===== src/rtl/vend_ctrl.sv =====
// Vending controller: credit register, 4-entry price table, dispense and change handshakes.
// Optional inactivity refund is enabled by defining VEND_TIMEOUT_EN.
module vend_ctrl #(
  parameter int CREDIT_W    = 4,
  parameter int MAX_CREDIT  = 10,
  parameter int PRICE0      = 4,
  parameter int PRICE1      = 3,
  parameter int PRICE2      = 5,
  parameter int PRICE3      = 6,
  parameter int TIMEOUT_CYC = 1000
) (
  input  logic                clk,
  input  logic                rstn,
  input  logic [1:0]          coin,
  output logic                coin_rej,
  input  logic                sel_vld,
  input  logic [1:0]          sel_id,
  output logic                sel_rej,
  input  logic                cancel,
  output logic                disp_req,
  output logic [1:0]          disp_id,
  input  logic                disp_ack,
  output logic                chg_req,
  input  logic                chg_ack,
  output logic [CREDIT_W-1:0] credit,
  output logic                busy
);

  typedef enum logic [1:0] {IDLE, CREDIT, DISPENSE, CHANGE} state_t;

  localparam logic [CREDIT_W:0]   MAX_C = MAX_CREDIT[CREDIT_W:0];
  localparam logic [CREDIT_W-1:0] P0    = PRICE0[CREDIT_W-1:0];
  localparam logic [CREDIT_W-1:0] P1    = PRICE1[CREDIT_W-1:0];
  localparam logic [CREDIT_W-1:0] P2    = PRICE2[CREDIT_W-1:0];
  localparam logic [CREDIT_W-1:0] P3    = PRICE3[CREDIT_W-1:0];

  state_t              state, state_n;
  logic [CREDIT_W-1:0] credit_n, coin_val, price;
  logic [CREDIT_W:0]   coin_sum;
  logic [1:0]          disp_id_n;
  logic                coin_rej_n, sel_rej_n, coin_fits, timeout;

  always_comb begin
    coin_val = '0;
    case (coin)
      2'b01:   coin_val = CREDIT_W'(1);
      2'b10:   coin_val = CREDIT_W'(2);
      default: coin_val = '0;
    endcase
    case (sel_id)
      2'd0:    price = P0;
      2'd1:    price = P1;
      2'd2:    price = P2;
      default: price = P3;
    endcase
  end

  assign coin_sum  = {1'b0, credit} + {1'b0, coin_val};
  assign coin_fits = (coin_val != '0) && (coin_sum <= MAX_C);

`ifdef VEND_TIMEOUT_EN
  localparam int TW = $clog2(TIMEOUT_CYC + 1);
  localparam logic [TW-1:0] TO_LAST = TW'(TIMEOUT_CYC - 1);
  logic [TW-1:0] to_cnt;

  // Timeout fires on the last of TIMEOUT_CYC quiet CREDIT cycles; coins that would be rejected do not count as activity.
  assign timeout = (state == CREDIT) && (to_cnt == TO_LAST) && !sel_vld && !coin_fits;

  always_ff @(posedge clk or negedge rstn) begin
    if (!rstn)
      to_cnt <= '0;
    else if (state != CREDIT || coin_fits || sel_vld || timeout)
      to_cnt <= '0;
    else
      to_cnt <= to_cnt + TW'(1);
  end
`else
  localparam int unused_timeout_cyc = TIMEOUT_CYC;
  assign timeout = 1'b0;
`endif

  always_comb begin
    state_n    = state;
    credit_n   = credit;
    disp_id_n  = disp_id;
    coin_rej_n = 1'b0;
    sel_rej_n  = 1'b0;
    case (state)
      IDLE, CREDIT: begin
        if ((cancel && state == CREDIT) || timeout) begin
          state_n    = CHANGE;
          coin_rej_n = (coin_val != '0);
        end else if (sel_vld && credit >= price) begin
          state_n    = DISPENSE;
          credit_n   = credit - price;
          disp_id_n  = sel_id;
          coin_rej_n = (coin_val != '0);
        end else begin
          // A refused selection still lets a coincident coin through.
          sel_rej_n = sel_vld;
          if (coin_fits)
            credit_n = coin_sum[CREDIT_W-1:0];
          else
            coin_rej_n = (coin_val != '0);
          state_n = (credit_n == '0) ? IDLE : CREDIT;
        end
      end
      DISPENSE: begin
        coin_rej_n = (coin_val != '0);
        if (disp_ack)
          state_n = (credit != '0) ? CHANGE : IDLE;
      end
      default: begin
        coin_rej_n = (coin_val != '0);
        if (chg_req && chg_ack) begin
          credit_n = credit - CREDIT_W'(1);
          if (credit_n == '0)
            state_n = IDLE;
        end
      end
    endcase
  end

  // Every output is registered from next-state values so handshakes and busy line up.
  always_ff @(posedge clk or negedge rstn) begin
    if (!rstn) begin
      state    <= IDLE;
      credit   <= '0;
      disp_id  <= '0;
      disp_req <= 1'b0;
      chg_req  <= 1'b0;
      busy     <= 1'b0;
      coin_rej <= 1'b0;
      sel_rej  <= 1'b0;
    end else begin
      state    <= state_n;
      credit   <= credit_n;
      disp_id  <= disp_id_n;
      disp_req <= (state_n == DISPENSE);
      chg_req  <= (state_n == CHANGE) && (credit_n != '0);
      busy     <= (state_n == DISPENSE) || (state_n == CHANGE);
      coin_rej <= coin_rej_n;
      sel_rej  <= sel_rej_n;
    end
  end

endmodule


===== config.mk =====
export PLATFORM = sky130hd
export DESIGN_NAME = vend_ctrl
export DESIGN_NICKNAME = d
export VERILOG_FILES = /design/src/rtl/vend_ctrl.sv
export SDC_FILE = /design/constraint.sdc
export NUM_CORES = 1
export LEC_CHECK = 0
export CORE_AREA = 3 3 58 60
export CTS_BUF_LIST = sky130_fd_sc_hd__clkbuf_8
export CTS_CLUSTER_DIAMETER = 60
export DETAILED_ROUTE_END_ITERATION = 6
export DIE_AREA = 0 0 61 63
export REMOVE_ABC_BUFFERS = 1
export SETUP_SLACK_MARGIN = 0.15
export SYNTH_ARGS = -nofsm -noshare
export SYNTH_HDL_FRONTEND = slang
export SYNTH_SLANG_ARGS = --single-unit

===== constraint.sdc =====
create_clock -name clk -period 2.65 [get_ports clk]
set_clock_uncertainty 0.05 [all_clocks]
set_input_delay 0.3975 -clock clk [delete_from_list [all_inputs] [get_ports clk]]
set_output_delay 0.3975 -clock clk [all_outputs]
set_load 0.05 [all_outputs]

# Word level (Yosys, flattened, before mapping)
# Cells that the tools add are included.
[totals] output_inout_bits=11 inputBits=10 regBits=13 elab_cells=62
[classes] addsub=3 mux=25 bitwise_logic=1 magnitude_cmp=2 n_reduce_logical=15 eq_ne=8
[ops] op="$mux 4" n=7
[ops] op="$mux 2" n=6
[ops] op="$reduce_bool 4->1" n=3
[ops] op="$eq 2x2->1 const B" n=5
[ops] op="$pmux 3 s3" n=1
[ops] op="$logic_not 4->1" n=2
[ops] op="$mux 1" n=8
[ops] op="$pmux 2 s2" n=2
[ops] op="$pmux 4 s2" n=1
[ops] op="$eq 2x1->1 const B" n=3
[ops] op="$add 4x4->5" n=1
[ops] op="$le 5x4->1 const B" n=1
[ops] op="$logic_and 1x1->1" n=5
[ops] op="$ge 4x4->1" n=1
[ops] op="$logic_not 2->1" n=2
[ops] op="$sub 4x1->4 const B" n=1
[ops] op="$sub 4x4->4" n=1
[ops] op="$reduce_and 3->1" n=1
[ops] op="$reduce_or 2->1" n=1
[ops] op="$logic_or 1x1->1" n=1
[ops] op="$not 1->1" n=1

# Logic depth before layout (Yosys ltp)
# Gate-level depths: netlist (run 1).
[logic_depth] word_depth=16 mapped_depth=12 depth_no_buf=12

# Worst setup path after synthesis (run 1)
# Ideal clock, no wire load.
[synth_path] path_kind="flip-flop to flip-flop" startpoint="reg credit[0]" endpoint="reg chg_req" period_less_slack_ps=2917 stages_incl_launch_ff=8 t_required_ps=2474 setup_slack_ps=-267 setup_ps=126 arrival_time_ps=2741 n_path_buf=0 cell_sequence="dfrtp_1 -> ha_1 -> fa_1 -> or4b_4 -> a21oi_2 -> o211ai_1 -> a22o_1 -> o311a_1"
[synth_between] elab_cells_between_ends=29 cone_classes="add/sub (3); order compare (2); eq/ne (1); mux (16); reduce/logical (7)"
[synth_lines] item="start: declaration" line_no="25" text="output logic [CREDIT_W-1:0] credit,"
[synth_lines] item="start signal: assignment" line_no="137" text="credit <= credit_n;"
[synth_lines] item="$add 4x4->5" line_no="58" text="assign coin_sum = {1'b0, credit} + {1'b0, coin_val};"
[synth_lines] item="$le 5x4->1" line_no="59" text="assign coin_fits = (coin_val != '0) && (coin_sum <= MAX_C);"
[synth_lines] item="$logic_and 1x1->1" line_no="59"
[synth_lines] item="$mux 4" line_no="101" text="if (coin_fits)"
[synth_lines] item="$mux 4" line_no="93" text="end else if (sel_vld && credit >= price) begin"
[synth_lines] item="$mux 4" line_no="90" text="if ((cancel && state == CREDIT) || timeout) begin"
[synth_lines] item="$mux 4" line_no="88" text="case (state)"
[synth_lines] item="$mux 4" line_no="93"
[synth_lines] item="$mux 4" line_no="90"
[synth_lines] item="$pmux 4 s2 *" line_no="88"
[synth_lines] item="net credit_n[0]" line_no="38" text="logic [CREDIT_W-1:0] credit_n, coin_val, price;"
[synth_lines] item="$reduce_bool 4->1 *" line_no="140" text="chg_req <= (state_n == CHANGE) && (credit_n != '0);"
[synth_lines] item="$logic_and 1x1->1 *" line_no="140"
[synth_lines] item="end signal: assignment" line_no="140"
[synth_lines] item="end: declaration" line_no="23" text="output logic chg_req,"
# The timed path passes the listed nets; every way through them passes the cells marked *. The select of a mux whose other input is x is not followed.
# A chain may end at the register's enable or synchronous reset.

# Worst setup path after layout (run 1)
[layout_path] startpoint="in sel_id[1]" endpoint="reg chg_req"
[layout_between] elab_chain_cells=9 elab_cells_between_ends=16 cone_classes="add/sub (1); order compare (1); eq/ne (3); mux (7); reduce/logical (4)"
[layout_rtl] item="start: declaration" line_no="17" text="input logic [1:0] sel_id,"
[layout_rtl] item="$eq 2x2->1, or another cell as far along" line_no="50" text="case (sel_id)"
[layout_rtl] item="$pmux 3 s3 *" line_no="50"
[layout_rtl] item="$ge 4x4->1" line_no="93"
[layout_rtl] item="$logic_and 1x1->1" line_no="93"
[layout_rtl] item="$mux 2 or $mux 4 (tied branches)" line_no="93"
[layout_rtl] item="$mux 2 or $mux 4 (tied branches)" line_no="90"
[layout_rtl] item="$pmux 2 s2 or $pmux 4 s2 (tied branches)" line_no="88"
[layout_rtl] item="$eq 2x2->1 or $reduce_bool 4->1 (tied branches)" line_no="140"
[layout_rtl] item="$logic_and 1x1->1 *" line_no="140"
# Every way passes the cells marked *; elsewhere a longest branch is shown, timed or not.

==> impl_metrics.csv, run 1 <==
group,metric,value,unit
run_status,status,"finished clean",
route,viasPerCell,5.66,
place,dp.cells,206,
die,dieArea,0.00384,mm^2
route,wire_per_inst,15.9,um
route,drcViolationCount,0,
die,fp.dieW,61,um
sta,hold_slack,0.359,ns
clock_tree,clock-root-buffer,"clkbuf_8",
die,die_h,63,um
grt,grt_antenna_before_repair,0,
place,placed_area,0.00156,mm^2
clock_tree,hold_buffers,0,
route,dr.first_iter.drc_count,39,
pwr,p_leak,0.785,nW
grt,grt_usage,0.202,
worst_setup_path,critPathCaptureType,"flip-flop",
sta,setup_viol,0,
clock_tree,clk_pin_slew,0.05,ns
finish,nFillCells,224,
place,hpwlAfterDp,2570,um
finish,finalNonFillerCells,222,
clock_tree,htreeDepth,1,
pwr,combPwrFrac,0.758,
logic_synthesis,synth_flop_cell,"dfrtp_1",
clock_tree,cts.sinks,12,
logic_synthesis,synth_area_leader_cell,"dfrtp_1",
route,antenna_left,0,
sta,period_needed,2.58,ns
clock_tree,cts_buffers,3,
place,portBuffers,20,
worst_setup_path,cp_max_fo,2,
place,place_congestion,0.850,
worst_setup_path,worstPathArrival,2.65,ns
die,ios,21,
sta,finalMaxSlewViolations,0,
route,first_pass_iters,4,
logic_synthesis,ys_ff_latch,12,
worst_setup_path,crit_chain,"buf_6, inv_4, ha_4, inv_2, ha_4, inv_4, fa_2, buf_4, buf_4, xnor2_2, a41o_1, o22ai_1, a31o_2, o311a_1",
worst_setup_path,cp_slowest_cell,"fa_2",
sta,tightest_slew,0.556,ns
worst_setup_path,path_delay_family,"compound AO/OA/AOI/OAI gates",
pwr,p_sw,1.13,mW
sta,max_freq,388,MHz
finish,stdcell_area,0.00184,mm^2
pwr,p_int,1.28,mW
pwr,power_density,1310,mW/mm^2
logic_synthesis,synth_edf_count,0,
grt,grt_pass1_vias,1284,
die,core,0.00298,mm^2
logic_synthesis,synth_top_area_frac,0.261,
sta,hold_viol,0,
finish,fin_util,0.617,
worst_setup_path,cp-start-kind,"primary input",
pwr,clkPwrFrac,0.084,
sta,max_slew_margin,0.628,
place,pre_cts_ws,-0.715,ns
logic_synthesis,yosys_warnings,0,
sta,setup_slack,0.0700,ns
die,start_util,0.386,
pwr,vdd_drop_max,581,uV
logic_synthesis,synth.most_common_cell,"dfrtp_1",
clock_tree,clockBufferDepth,2,
worst_setup_path,worst-path-buf-inv,6,
clock_tree,worstSkewPairLatency,0.24,ns
logic_synthesis,ys_seq_area_frac,0.261,
finish,final_nets,212,
sta,period_share,0.974,
logic_synthesis,synth_common_cells,"dfrtp_1 (12), ha_1 (10), inv_1 (9)",
pwr,p_seq_frac,0.158,
clock_tree,cts_tree,"built",
grt,grt_pass1_wl,5950,um
die,row_count,20,
grt,overflow,0,
worst_setup_path,cpPeakStageDelay,0.36,ns
pwr,swShare,0.469,
worst_setup_path,critPathKind,"primary input to flip-flop",
finish,n_antenna_cell,0,
route,via_count,1256,
logic_synthesis,syn_area,0.00115,mm^2
sta,rsz0062_at_grt,"true",
finish,drive_gt1_frac,0.418,
logic_synthesis,synth.distinct_cells,49,
logic_synthesis,syn_avg_cell_area,8.71,um^2
grt,grt_max_degree,17,
route,drt-total-wl,3520,um
flow_run,maxCapViolCount,0,
logic_synthesis,synth_area_leaders,"dfrtp_1 (26%), ha_1 (11%), o211ai_1 (3.9%), a21oi_1 (3.5%), fa_1 (3.5%)",
worst_setup_path,required,2.72,ns
logic_synthesis,synthCells,132,
min_path,hold_class,"primary input to flip-flop",
logic_synthesis,ys_async_sr_fraction,1.00,
finish,area_growth,59.7,%
[cell families (layout without fill, tap and decap cells)]
kind of cell / count (synthesis) / count (layout) / synth area share
DFF: 12 / 12 / 0.261
adders and majority gates: 12 / 12 / 0.144
buffers and inverters: 16 / 73 / 0.0620
muxes: 4 / 4 / 0.0370
xor gates and xnor gates: 5 / 5 / 0.0381
and+or+nand+nor: 37 / 37 / 0.181
AOI/OAI and AO/OA: 46 / 46 / 0.277
[cells in the final DEF, fill, tap and decap left out, types with 2 or more instances in the layout]
cell type	n
a31oi_1	2
clkdlybuf4s50_1	16
ha_1	5
dfrtp_2	2
buf_6	4
a21oi_4	2
o22ai_1	3
and3_1	2
inv_2	3
inv_4	4
a211oi_2	2
ha_4	4
buf_4	34
a22o_1	2
mux2_2	2
nor2b_1	5
nand2_1	5
nor2_1	8
xnor2_1	3
o21ai_0	7
o211ai_1	6
a21oi_2	2
fa_2	2
nand3b_1	2
nand3_1	2
nor3b_1	2
a21oi_1	5
dfrtp_1	10
inv_1	5
buf_2	3
nand2_2	2
clkbuf_8	4
[power groups by stage]
stage	logic (mW)	registers, mW	clock network [mW]
2_1_floorplan	0.658	0.624	0
3_3_place_gp	1.46	0.372	0
3_5_place_dp	1.48	0.373	0
4_1_cts	1.69	0.375	0.207
5_1_grt	1.97	0.399	0.220
6_report	1.82	0.381	0.202
[per-layer routing]
metal,global-route usage,wire length (um)
met5,0,0
met4,0.0759,65
met3,0.0434,141
met2,0.313,1710
met1,0.268,1610
[area by class of cell]
| class | count | area [um^2] | area share |
|---|---|---|---|
| Inverter | 12 | 55.1 | 0.0300 |
| Multi-Input combinational cell | 104 | 907 | 0.494 |
| Sequential cell | 12 | 303 | 0.165 |
| Clock buffer | 4 | 55.1 | 0.0300 |
| Tap cell | 33 | 41.3 | 0.0225 |
| Timing Repair Buffer | 57 | 475 | 0.259 |
[per-stage QoR]
| stage | TNS (ns) | total power [mW] |
|---|---|---|
| finish | 0 | 2.40 |
| global route | 0 | 2.58 |
| CTS | 0 | 2.27 |
| detailed placement | -4.29 | 1.85 |
| global placement | -3.78 | 1.83 |
| floorplan | -0.273 | 1.28 |
[what timing repair did]
action                     in CTS  in global routing
pin swaps                      18                 19
buffers inserted                7                  5
setup endpoints to repair      11                  4
cloned                          0                  0
gates resized for setup        44                 11
[flip-flops by register name, indices dropped and copies added, names as in the netlist]
register,cells
busy,1
sel_rej,1
credit,4
disp_req,1
chg_req,1
disp_id,2
coin_rej,1
state,1
[worst register-to-register path: cells and delay by family (launching register included)]
family                   cells  cell delay (ns)
adder cells (fa/ha/maj)      2             0.50
AO/OA/AOI/OAI                4             0.89
XOR/XNOR                     1             0.16
flip-flops                   1             0.45
buffers and inverters        4             0.40
[path summary, 6_finish.rpt]
path / from / endpoint / slack (ns) / cells after the start
setup / recovery: sel_id[1] / chg_req / 0.07 / 14
hold / removal: sel_id[1] / disp_id[1] / 0.36 / 2
setup reg to reg: credit[0] / chg_req / 0.07 / 11
hold reg to reg: disp_id[0] / disp_id[0] / 0.46 / 1
max in group asynchronous: rstn / credit[0] / 1.68 / 1
min in group asynchronous: rstn / disp_req / 0.46 / 1
No activity file was read; power rests on OpenSTA's default activity.
==> run 2: changes to the inputs <==
--- a/config.mk
+++ b/config.mk
@@ -5,11 +5,12 @@
 export SDC_FILE = /design/constraint.sdc
 export NUM_CORES = 1
 export LEC_CHECK = 0
-export CORE_AREA = 3 3 58 60
+export CORE_AREA = 3 3 53 55
 export CTS_BUF_LIST = sky130_fd_sc_hd__clkbuf_8
 export CTS_CLUSTER_DIAMETER = 60
 export DETAILED_ROUTE_END_ITERATION = 6
-export DIE_AREA = 0 0 61 63
+export DIE_AREA = 0 0 56 58
+export PLACE_DENSITY = 0.76
 export REMOVE_ABC_BUFFERS = 1
 export SETUP_SLACK_MARGIN = 0.15
 export SYNTH_ARGS = -nofsm -noshare
==> impl_metrics.csv, run 2 (synthesis gave the netlist of run 1 again) <==
group,metric,value,unit
grt,overflow,0,
route,dr.first_iter.drc_count,96,
grt,grt_max_degree,17,
route,dr.max_layer_used,"met4",
pwr,p_sw,1.22,mW
worst_setup_path,cp_max_fo,4,
die,start_util,0.473,
finish,final_cell_mix,"buf_4 (35), clkdlybuf4s50_1 (16), dfrtp_1 (11)",
route,antenna_left,0,
grt,grt_pass1_wl,6570,um
run_status,status,"finished clean",
clock_tree,hold_buffers,0,
worst_setup_path,critPathCaptureType,"flip-flop",
min_path,hold_class,"primary input to flip-flop",
clock_tree,clock-root-buffer,"clkbuf_8",
finish,final_nets,212,
die,core,0.00243,mm^2
worst_setup_path,worstReg2RegStart,"credit[0]",
sta,period_needed,2.60,ns
pwr,power.total,2.52,mW
worst_setup_path,reg2reg_to,"chg_req",
worst_setup_path,reg2reg_depth,8,
pwr,p_int,1.30,mW
clock_tree,cts_tree,"built",
route,wl_met1,1660,um
finish,finalNonFillerCells,219,
pwr,combPwrFrac,0.770,
place,place_congestion,0.888,
route,route.met3.wl,321,um
sta,hold_viol,0,
clock_tree,worstSkewPairLatency,0.25,ns
sta,max_freq,385,MHz
route,wl_met2,2060,um
pwr,clkPwrFrac,0.081,
finish,final_common_cell,"buf_4",
place,hpwlAfterDp,2590,um
clock_tree,clockBufferDepth,2,
die,die_h,58,um
worst_setup_path,worstSetupEndpoint,"chg_req",
die,ios,21,
sta,max_slew_margin,0.612,
pwr,p_leak,0.790,nW
pwr,swShare,0.483,
grt,grt_antenna_before_repair,0,
worst_setup_path,worstPathArrival,2.68,ns
route,drt-total-wl,4320,um
worst_setup_path,rrSetupSlack,0.05,ns
finish,drive_gt1_frac,0.418,
clock_tree,cts.sinks,12,
flow_run,maxCapViolCount,0,
die,fp.dieW,56,um
die,dieArea,0.00325,mm^2
route,wire_per_inst,19.7,um
route,via_count,1383,
worst_setup_path,cp-start-kind,"flip-flop",
pwr,power_density,1370,mW/mm^2
finish,stdcell_area,0.00184,mm^2
place,dp.cells,203,
finish,top_register,"credit",
worst_setup_path,required,2.73,ns
sta,period_share,0.981,
route,first_pass_iters,5,
pwr,vdd_drop_max,1010,uV
route,viasPerCell,6.32,
sta,rsz0062_at_grt,"true",
pwr,p_seq_frac,0.148,
worst_setup_path,critPathKind,"flip-flop to flip-flop",
sta,finalMaxSlewViolations,0,
finish,n_antenna_cell,0,
clock_tree,cts_buffers,3,
clock_tree,clk_pin_slew,0.06,ns
place,placed_area,0.00155,mm^2
sta,setup_viol,0,
grt,grt_usage,0.269,
route,drcViolationCount,0,
clock_tree,htreeDepth,1,
worst_setup_path,crit_start,"credit[0]",
finish,largest_reg_flops,4,
place,portBuffers,20,
grt,grt_pass1_vias,1311,
sta,tightest_slew,0.580,ns
finish,reg_top3,"credit x4, disp_id x2",
finish,area_growth,60.1,%
die,row_count,18,
## run 2: per-layer routing
layer / track usage / vias to the layer above
met2: 0.449 / 81
met1: 0.326 / 663
met4: 0.169 / 0
li1: - / 607
met5: 0 / -
met3: 0.0423 / 32
## run 2: through the flow
stage	TNS, ns	util	setup WS (ns)	hold WS (ns)
3_3_place_gp	-3.62	0.638	-0.626	0.438
4_1_cts	0	0.716	0.0143	0.345
6_report	0	0.757	0.0512	0.347
2_1_floorplan	-0.273	-	-0.267	0.0519
3_5_place_dp	-4.13	0.638	-0.681	0.462
5_1_grt	0	0.757	0.0118	0.338
## run 2: worst min-delay path by stage
stage	end	slack [ns]	cells past startpoint	start
3_5_place_dp	disp_id[1]	0.46	1	disp_id[1]
5_1_grt	disp_id[1]	0.34	2	sel_id[1]
2_1_floorplan	busy	0.05	0	rstn
4_1_cts	disp_id[1]	0.34	2	sel_id[1]
3_3_place_gp	disp_id[0]	0.44	1	disp_id[0]
6_report	disp_id[1]	0.35	2	sel_id[1]
## run 2: cell type report
class	instances	area, um^2
Clock buffer	4	55.1
Fill cell	147	592
Inverter	12	52.6
Multi-Input combinational cell	104	922
Sequential cell	12	302
Tap cell	30	37.5
Timing Repair Buffer	57	472
## run 2: timing repair
action / 4_1_cts / 5_1_grt
resized for setup: 42 / 13
pin swaps: 18 / 12
setup endpoints to repair: 11 / 4
setup buffers: 7 / 5
## run 2: power by group through the flow
stage	Clock (mW)	Combinational, mW	Sequential, mW
finish	0.205	1.94	0.373
detailed placement	0	1.51	0.364
floorplan	0	0.658	0.624
global route	0.224	2.05	0.389
CTS	0.204	1.71	0.368
global placement	0	1.47	0.361
## run 2: critical path, stage by stage, from the launching register on
cell	delay (ns)
dfrtp_2	0.46
ha_4	0.18
fa_2	0.55
nand2_2	0.09
a211o_1	0.32
o21ai_1	0.15
o211ai_1	0.13
a22o_1	0.22
o311a_1	0.33
